===== src/rtl/fetch_redirect_if.sv =====
// Fetch front-end bundle: hazard/redirect inputs, instruction-memory request/response,
// and the decode hand-off slot. The fetch unit is the master; its environment is the slave.
interface fetch_redirect_if;
  logic        stop;
  logic        br0_flag;
  logic        br0_num;
  logic [31:0] br0_addr;
  logic        br1_flag;
  logic        br1_num;
  logic [31:0] br1_addr;
  logic        imem_req_valid;
  logic        imem_req_ready;
  logic [31:0] imem_req_addr;
  logic        imem_resp_valid;
  logic [31:0] imem_resp_data;
  logic        if_valid;
  logic        if_ready;
  logic [31:0] if_pc;
  logic [31:0] if_npc;
  logic [31:0] if_inst;

  modport master (
    input  stop, br0_flag, br0_num, br0_addr, br1_flag, br1_num, br1_addr,
    input  imem_req_ready, imem_resp_valid, imem_resp_data, if_ready,
    output imem_req_valid, imem_req_addr, if_valid, if_pc, if_npc, if_inst
  );

  modport slave (
    output stop, br0_flag, br0_num, br0_addr, br1_flag, br1_num, br1_addr,
    output imem_req_ready, imem_resp_valid, imem_resp_data, if_ready,
    input  imem_req_valid, imem_req_addr, if_valid, if_pc, if_npc, if_inst
  );
endinterface


===== src/rtl/fetch_redirect.sv =====
// Instruction-fetch front end: owns the PC, issues in-order memory requests under a credit
// limit, buffers returned words with their PCs, and restarts fetch on a branch redirect.
module fetch_redirect #(
  parameter logic [31:0] RESET_PC = 32'h0000_0000,
  parameter int          DEPTH    = 4
) (
  input  logic             clk,
  input  logic             rst_n,
  fetch_redirect_if.master bus
);

  localparam int PW = $clog2(DEPTH);
  localparam int CW = PW + 1;
  localparam logic [PW-1:0] PTR_ONE = PW'(1);
  localparam logic [CW:0]   DEPTH_W = (CW+1)'(DEPTH);

  logic [31:0]   pc_r;
  logic [31:0]   buf_pc_r   [DEPTH];
  logic [31:0]   buf_inst_r [DEPTH];
  logic [31:0]   tag_r      [DEPTH];
  logic [PW-1:0] rd_ptr_r;
  logic [PW-1:0] wr_ptr_r;
  logic [PW-1:0] tag_rd_r;
  logic [PW-1:0] tag_wr_r;
  logic [CW-1:0] count_r;
  logic [CW-1:0] inflight_r;
  // Discards can outlive several redirects, so give them one spare bit of headroom.
  logic [CW:0]   discard_r;
  logic          running_r;

  logic          redir_s;
  logic [31:0]   target_s;
  logic [CW:0]   used_s;
  logic          req_valid_s;
  logic          fire_s;
  logic          take_s;
  logic          drop_s;
  logic          if_valid_s;
  logic          pop_s;

  // Redirect arbitration: older instruction (num 0) wins, br0 breaks ties.
  always_comb begin
    redir_s  = bus.br0_flag | bus.br1_flag;
    target_s = 32'h0000_0000;
    if (bus.br0_flag && bus.br1_flag) begin
      if (!bus.br1_num && bus.br0_num) begin
        target_s = bus.br1_addr & 32'hFFFF_FFFC;
      end else begin
        target_s = bus.br0_addr & 32'hFFFF_FFFC;
      end
    end else if (bus.br1_flag) begin
      target_s = bus.br1_addr & 32'hFFFF_FFFC;
    end else begin
      target_s = bus.br0_addr & 32'hFFFF_FFFC;
    end
  end

  // Issue, capture and hand-off qualifiers.
  always_comb begin
    used_s      = {1'b0, count_r} + {1'b0, inflight_r};
    req_valid_s = running_r && !redir_s && !bus.stop && (used_s < DEPTH_W);
    fire_s      = req_valid_s && bus.imem_req_ready;
    drop_s      = bus.imem_resp_valid && (discard_r != {(CW+1){1'b0}});
    take_s      = bus.imem_resp_valid && (discard_r == {(CW+1){1'b0}}) && !redir_s;
    if_valid_s  = (count_r != {CW{1'b0}}) && !redir_s && !bus.stop;
    pop_s       = if_valid_s && bus.if_ready;
  end

  assign bus.imem_req_valid = req_valid_s;
  assign bus.imem_req_addr  = pc_r;
  assign bus.if_valid       = if_valid_s;
  assign bus.if_pc          = buf_pc_r[rd_ptr_r];
  assign bus.if_npc         = buf_pc_r[rd_ptr_r] + 32'd4;
  assign bus.if_inst        = buf_inst_r[rd_ptr_r];

  // PC, tag FIFO, fetch buffer and credit counters.
  always_ff @(posedge clk or negedge rst_n) begin
    if (!rst_n) begin
      pc_r       <= RESET_PC;
      rd_ptr_r   <= {PW{1'b0}};
      wr_ptr_r   <= {PW{1'b0}};
      tag_rd_r   <= {PW{1'b0}};
      tag_wr_r   <= {PW{1'b0}};
      count_r    <= {CW{1'b0}};
      inflight_r <= {CW{1'b0}};
      discard_r  <= {(CW+1){1'b0}};
      running_r  <= 1'b0;
      for (int i = 0; i < DEPTH; i++) begin
        buf_pc_r[i]   <= 32'h0000_0000;
        buf_inst_r[i] <= 32'h0000_0000;
        tag_r[i]      <= 32'h0000_0000;
      end
    end else begin
      running_r <= 1'b1;
      if (redir_s) begin
        // Everything younger than the branch is squashed; outstanding words become discards.
        pc_r       <= target_s;
        rd_ptr_r   <= {PW{1'b0}};
        wr_ptr_r   <= {PW{1'b0}};
        tag_rd_r   <= {PW{1'b0}};
        tag_wr_r   <= {PW{1'b0}};
        count_r    <= {CW{1'b0}};
        inflight_r <= {CW{1'b0}};
        discard_r  <= discard_r + {1'b0, inflight_r} - {{CW{1'b0}}, bus.imem_resp_valid};
      end else begin
        if (fire_s) begin
          tag_r[tag_wr_r] <= pc_r;
          tag_wr_r        <= tag_wr_r + PTR_ONE;
          pc_r            <= pc_r + 32'd4;
        end
        if (take_s) begin
          buf_pc_r[wr_ptr_r]   <= tag_r[tag_rd_r];
          buf_inst_r[wr_ptr_r] <= bus.imem_resp_data;
          wr_ptr_r             <= wr_ptr_r + PTR_ONE;
          tag_rd_r             <= tag_rd_r + PTR_ONE;
        end
        if (pop_s) begin
          rd_ptr_r <= rd_ptr_r + PTR_ONE;
        end
        count_r    <= count_r + {{PW{1'b0}}, take_s} - {{PW{1'b0}}, pop_s};
        inflight_r <= inflight_r + {{PW{1'b0}}, fire_s} - {{PW{1'b0}}, take_s};
        discard_r  <= discard_r - {{CW{1'b0}}, drop_s};
      end
    end
  end

endmodule

===== src/flat_wrapper.sv =====
// flat-port wrapper written by rule: the top's interface ports become plain ports
module fetch_redirect_flat 
#(
  parameter logic [31:0] RESET_PC = 32'h0000_0000,
  parameter int          DEPTH    = 4
)
  (clk, rst_n, bus_stop, bus_br0_flag, bus_br0_num, bus_br0_addr, bus_br1_flag, bus_br1_num, bus_br1_addr, bus_imem_req_ready, bus_imem_resp_valid, bus_imem_resp_data, bus_if_ready, bus_imem_req_valid, bus_imem_req_addr, bus_if_valid, bus_if_pc, bus_if_npc, bus_if_inst);
  fetch_redirect_if bus_i ();
  input  logic clk;
  input  logic rst_n;
  input wire logic [$bits(bus_i.stop)-1:0] bus_stop;
  input wire logic [$bits(bus_i.br0_flag)-1:0] bus_br0_flag;
  input wire logic [$bits(bus_i.br0_num)-1:0] bus_br0_num;
  input wire logic [$bits(bus_i.br0_addr)-1:0] bus_br0_addr;
  input wire logic [$bits(bus_i.br1_flag)-1:0] bus_br1_flag;
  input wire logic [$bits(bus_i.br1_num)-1:0] bus_br1_num;
  input wire logic [$bits(bus_i.br1_addr)-1:0] bus_br1_addr;
  input wire logic [$bits(bus_i.imem_req_ready)-1:0] bus_imem_req_ready;
  input wire logic [$bits(bus_i.imem_resp_valid)-1:0] bus_imem_resp_valid;
  input wire logic [$bits(bus_i.imem_resp_data)-1:0] bus_imem_resp_data;
  input wire logic [$bits(bus_i.if_ready)-1:0] bus_if_ready;
  output wire logic [$bits(bus_i.imem_req_valid)-1:0] bus_imem_req_valid;
  output wire logic [$bits(bus_i.imem_req_addr)-1:0] bus_imem_req_addr;
  output wire logic [$bits(bus_i.if_valid)-1:0] bus_if_valid;
  output wire logic [$bits(bus_i.if_pc)-1:0] bus_if_pc;
  output wire logic [$bits(bus_i.if_npc)-1:0] bus_if_npc;
  output wire logic [$bits(bus_i.if_inst)-1:0] bus_if_inst;
  assign bus_i.stop = bus_stop;
  assign bus_i.br0_flag = bus_br0_flag;
  assign bus_i.br0_num = bus_br0_num;
  assign bus_i.br0_addr = bus_br0_addr;
  assign bus_i.br1_flag = bus_br1_flag;
  assign bus_i.br1_num = bus_br1_num;
  assign bus_i.br1_addr = bus_br1_addr;
  assign bus_i.imem_req_ready = bus_imem_req_ready;
  assign bus_i.imem_resp_valid = bus_imem_resp_valid;
  assign bus_i.imem_resp_data = bus_imem_resp_data;
  assign bus_i.if_ready = bus_if_ready;
  assign bus_imem_req_valid = bus_i.imem_req_valid;
  assign bus_imem_req_addr = bus_i.imem_req_addr;
  assign bus_if_valid = bus_i.if_valid;
  assign bus_if_pc = bus_i.if_pc;
  assign bus_if_npc = bus_i.if_npc;
  assign bus_if_inst = bus_i.if_inst;
  fetch_redirect #(.RESET_PC(RESET_PC), .DEPTH(DEPTH)) u_core (.clk(clk), .rst_n(rst_n), .bus(bus_i));
endmodule

===== config.mk =====
export PLATFORM = sky130hd
export DESIGN_NAME = fetch_redirect_flat
export DESIGN_NICKNAME = d
export VERILOG_FILES = /design/src/rtl/fetch_redirect_if.sv /design/src/rtl/fetch_redirect.sv /design/src/flat_wrapper.sv
export SDC_FILE = /design/constraint.sdc
export NUM_CORES = 1
export LEC_CHECK = 0
export CORE_MARGIN = 2
export CORE_UTILIZATION = 61
export CTS_CLUSTER_DIAMETER = 60
export CTS_CLUSTER_SIZE = 12
export DETAILED_ROUTE_END_ITERATION = 6
export GPL_ROUTABILITY_DRIVEN = 0
export PLACE_DENSITY_LB_ADDON = 0.08
export SLEW_MARGIN = 15
export SYNTH_ARGS = -nofsm -noshare
export SYNTH_HDL_FRONTEND = slang
export SYNTH_SLANG_ARGS = --single-unit

===== constraint.sdc =====
create_clock -name clk -period 6.4 [get_ports clk]
set_clock_uncertainty 0.2 [all_clocks]
set_input_delay 0.64 -clock clk [delete_from_list [all_inputs] [get_ports clk]]
set_output_delay 0.64 -clock clk [all_outputs]
set_load 0.02 [all_outputs]

==> results.md <==
* Multi-input gate area at 0.008942 mm^2
* Antenna viol nets, final at 0
* Area grow syn2layout at 17.77%
* Root Buffer: clkbuf_16
* Max_cap viols at 0
* Slew Limit Headroom at 0.3308
* N_diodes at 0
* Layout cells sized above 1 at 0.3476
* Drt first pass iters at 4
* Worst vdd ir at 200.7 uV
* Worst Path Arrival at 4.24 ns
* Critical Path End Type: primary output
* R2R Setup Slk at 2.33 ns
* Fin crit share at 0.7931
* Post-synth EDFFs at 0
* Initial antenna violation count at 0
* Final wirelength at 42.61 mm
* Reg-to-reg startpoint: u_core.count_r[2]
* Area of the core at 0.03245 mm^2
* Starting Density at 0.6192
* Worst Tran Pin Value at 1.003 ns
* Final Hold Violating Endpoints at 15
* Syn Inst Count at 1,387
* Post-layout min period at 5.076 ns
* Max Slew Vio Count at 0
* Synth top area share at 0.5192
* R2r worst-path depth at 6
* Yosys cell types at 66
* Vias in the first global route at 12,710
* Rows at 66
* Global-route wire length before repair at 68.90 mm
* Ys async rst share at 1.000
* Synth warnings at 0
* Vias/cell at 5.963
* Mapped Avg Cell Area at 14.49 um^2
* Synth area leaders: dfrtp_1 52%, mux2_2 21%, mux4_2 9.9%
* Initial DRC Count at 746
* Sequential share of the synthesized area at 0.5192
* Clock Latency Late Sink at 0.54 ns
* Combinational share of power at 0.259
* I/O pins at 236
* Outcome: complete, but fails checks
* Die Y at 185.5 um
* Hold_buf cts at 0
* Crit path setup slack, layout at 1.324 ns
* H-tree depth at 2
* Setup CP Type: register to primary output
* DRC viols at 0
* Routed len/inst at 20.96 um
* Worst Path Required at 5.56 ns
* Clock-pin slew on the worst setup and hold paths at 0.06 ns
* Tightest Hold Check Type: input pin to async pin
* Sequential share of power at 0.426
* Die area at 0.03441 mm^2
* Predominant post-synthesis flop cell: dfrtp_1
* Post_cts resized at 0
* Post-CTS setup buffers at 0
* Switching share of power at 0.2875
* GR Overflow Total at 0
* TritonCTS Buffers at 42
* Synthesized flop and latch total at 417
* Reg2reg end: u_core.tag_r[85]
* Power Dens Cells at 304.6 mW/mm^2
* Cell taking the most area after synthesis: dfrtp_1
* Register area at 0.01044 mm^2
* Switching power at 2.073 mW
* CTS tree: done
* Internal at 5.137 mW
* Pre-CTS setup slack at 1.883 ns
* Setup crit start kind: register
* Leakage at 10.92 nW
* CP Max Fanout at 34
* Nets at 1,713
* RSZ-0062 raised after global routing: no
* DP HPWL at 28.34 mm
* Via count at 12,120
* CTS max path bufs at 3
* Tot GR Track Use at 0.2562
* Largest net degree at the start of global routing at 153
* Clock share of power at 0.315
* IO buf count at 225
* Hold Worst Slack at -0.03655 ns
* # setup viols final at 0
* Horiz. Die Dim at 185.5 um
* Clock sinks at 417
* Fillers at 2,200
* Setup TNS at 0 ns
* Failing checks: hold timing
* Cell Area, Synth at 0.02010 mm^2
* Achievable frequency at 0.1970 GHz
## layer usage
metal | track usage | wire [um] | up-vias
met1 | 0.3597 | 19100 | 6306
met5 | 0 | 0 | -
li1 | - | - | 5446
met4 | 0.05746 | 701 | 0
met2 | 0.4249 | 20750 | 308
met3 | 0.04285 | 2060 | 62
## final cells by class
cell class,count,share of cell area
clock buffer,48,0.04663
clock inverter,7,0.004705
timing repair buffer,239,0.1009
multi-input combinational,846,0.3778
tap,442,0.02337
inverter,34,0.005392
sequential,417,0.4412
## layout by cell type, fill, tap and decap left out, types with 7 or more instances in the layout
cell / instances
nand2_1: 39
ha_1: 24
and2_1: 23
conb_1: 7
nand2_2: 8
nor3_1: 20
nor4_1: 9
nand3_1: 18
a211oi_1: 17
mux2_2: 369
buf_4: 12
o21ai_0: 15
inv_1: 34
nor2_1: 25
nand4_1: 16
xnor2_1: 32
a21oi_1: 27
mux4_2: 88
clkbuf_16: 42
dfrtp_1: 413
clkdlybuf4s50_1: 224
xor2_1: 29
## power by group through the flow
stage / clock, mW / sequential [mW] / combinational, mW
detailed placement: 0 / 3.11 / 1.88
global route: 2.42 / 3.11 / 2.01
floorplan: 0 / 3.06 / 1.08
global placement: 0 / 3.09 / 1.84
CTS: 2.31 / 3.07 / 1.89
finish: 2.27 / 3.07 / 1.87
## through the flow
stage               cells    util  hold slack (ns)  area (um^2)  power, mW
CTS                  2033  0.7293          0.02343        23670      7.264
global route         2033  0.7293          0.05007        23670      7.531
global placement     1978  0.6918           0.2793        22450      4.938
detailed placement   1978  0.6918           0.2870        22450      4.990
finish               2033  0.7293         -0.03655        23670      7.210
floorplan            1392       -           0.1444        20120      4.145
## registers in the layout, summed over array words and instances (netlist names)
register	cells
u_core.buf_inst_r	128
u_core.buf_pc_r	120
u_core.bus.imem_req_addr	30
u_core.count_r	3
u_core.discard_r	4
u_core.inflight_r	3
u_core.rd_ptr_r	2
u_core.running_r	1
u_core.tag_r	120
u_core.tag_rd_r	2
u_core.tag_wr_r	2
u_core.wr_ptr_r	2
## worst max path at each step
| stage | start | endpoint | slack [ns] | depth (start not counted) |
|---|---|---|---|---|
| 2_1_floorplan | bus_br0_flag | u_core.count_r[2] | 3.04 | 12 |
| 3_3_place_gp | u_core.rd_ptr_r[1] | bus_if_npc[26] | 1.89 | 7 |
| 3_5_place_dp | u_core.rd_ptr_r[1] | bus_if_npc[26] | 1.88 | 7 |
| 4_1_cts | u_core.rd_ptr_r[1] | bus_if_npc[26] | 1.32 | 7 |
| 5_1_grt | u_core.rd_ptr_r[1] | bus_if_npc[26] | 1.15 | 7 |
| 6_report | u_core.rd_ptr_r[1] | bus_if_npc[26] | 1.32 | 7 |
## synthesized netlist by cell type (5+ instances only)
cell       instances
buf_6             27
buf_2              7
buf_4              7
clkbuf_1          47
mux4_2            88
inv_1             34
a211oi_1          17
or3_1              5
a21oi_1           27
nor4_1             9
nor3_1            20
dfrtp_1          417
and2_1            23
ha_1              24
nand3_1           18
xor2_1            29
o21ai_0           15
nor2_1            26
nand2_1           43
xnor2_1           32
mux2_2           369
nand4_1           16
a2bb2oi_1          5
and3_1             5
## cell families after synthesis
family,count (synthesis),synth area share
buffers and inverters,129,0.03735
xor gates and xnor gates,61,0.02658
AOI/OAI and AO/OA,90,0.02926
muxes,465,0.3126
DFF,417,0.5192
and+or+nand+nor,196,0.05666
adders and majority gates,27,0.01793
other,2,0.0003737
## worst max-delay path, cell delays in order (launching register included)
cell             delay (ns)
dfrtp_2                0.90
buf_4                  0.57
mux4_1                 0.40
and2_1                 0.31
nand4_4                0.22
nor4_2                 0.33
xor2_1                 0.25
clkdlybuf4s50_1        0.64
No activity file was read; power rests on OpenSTA's default activity.
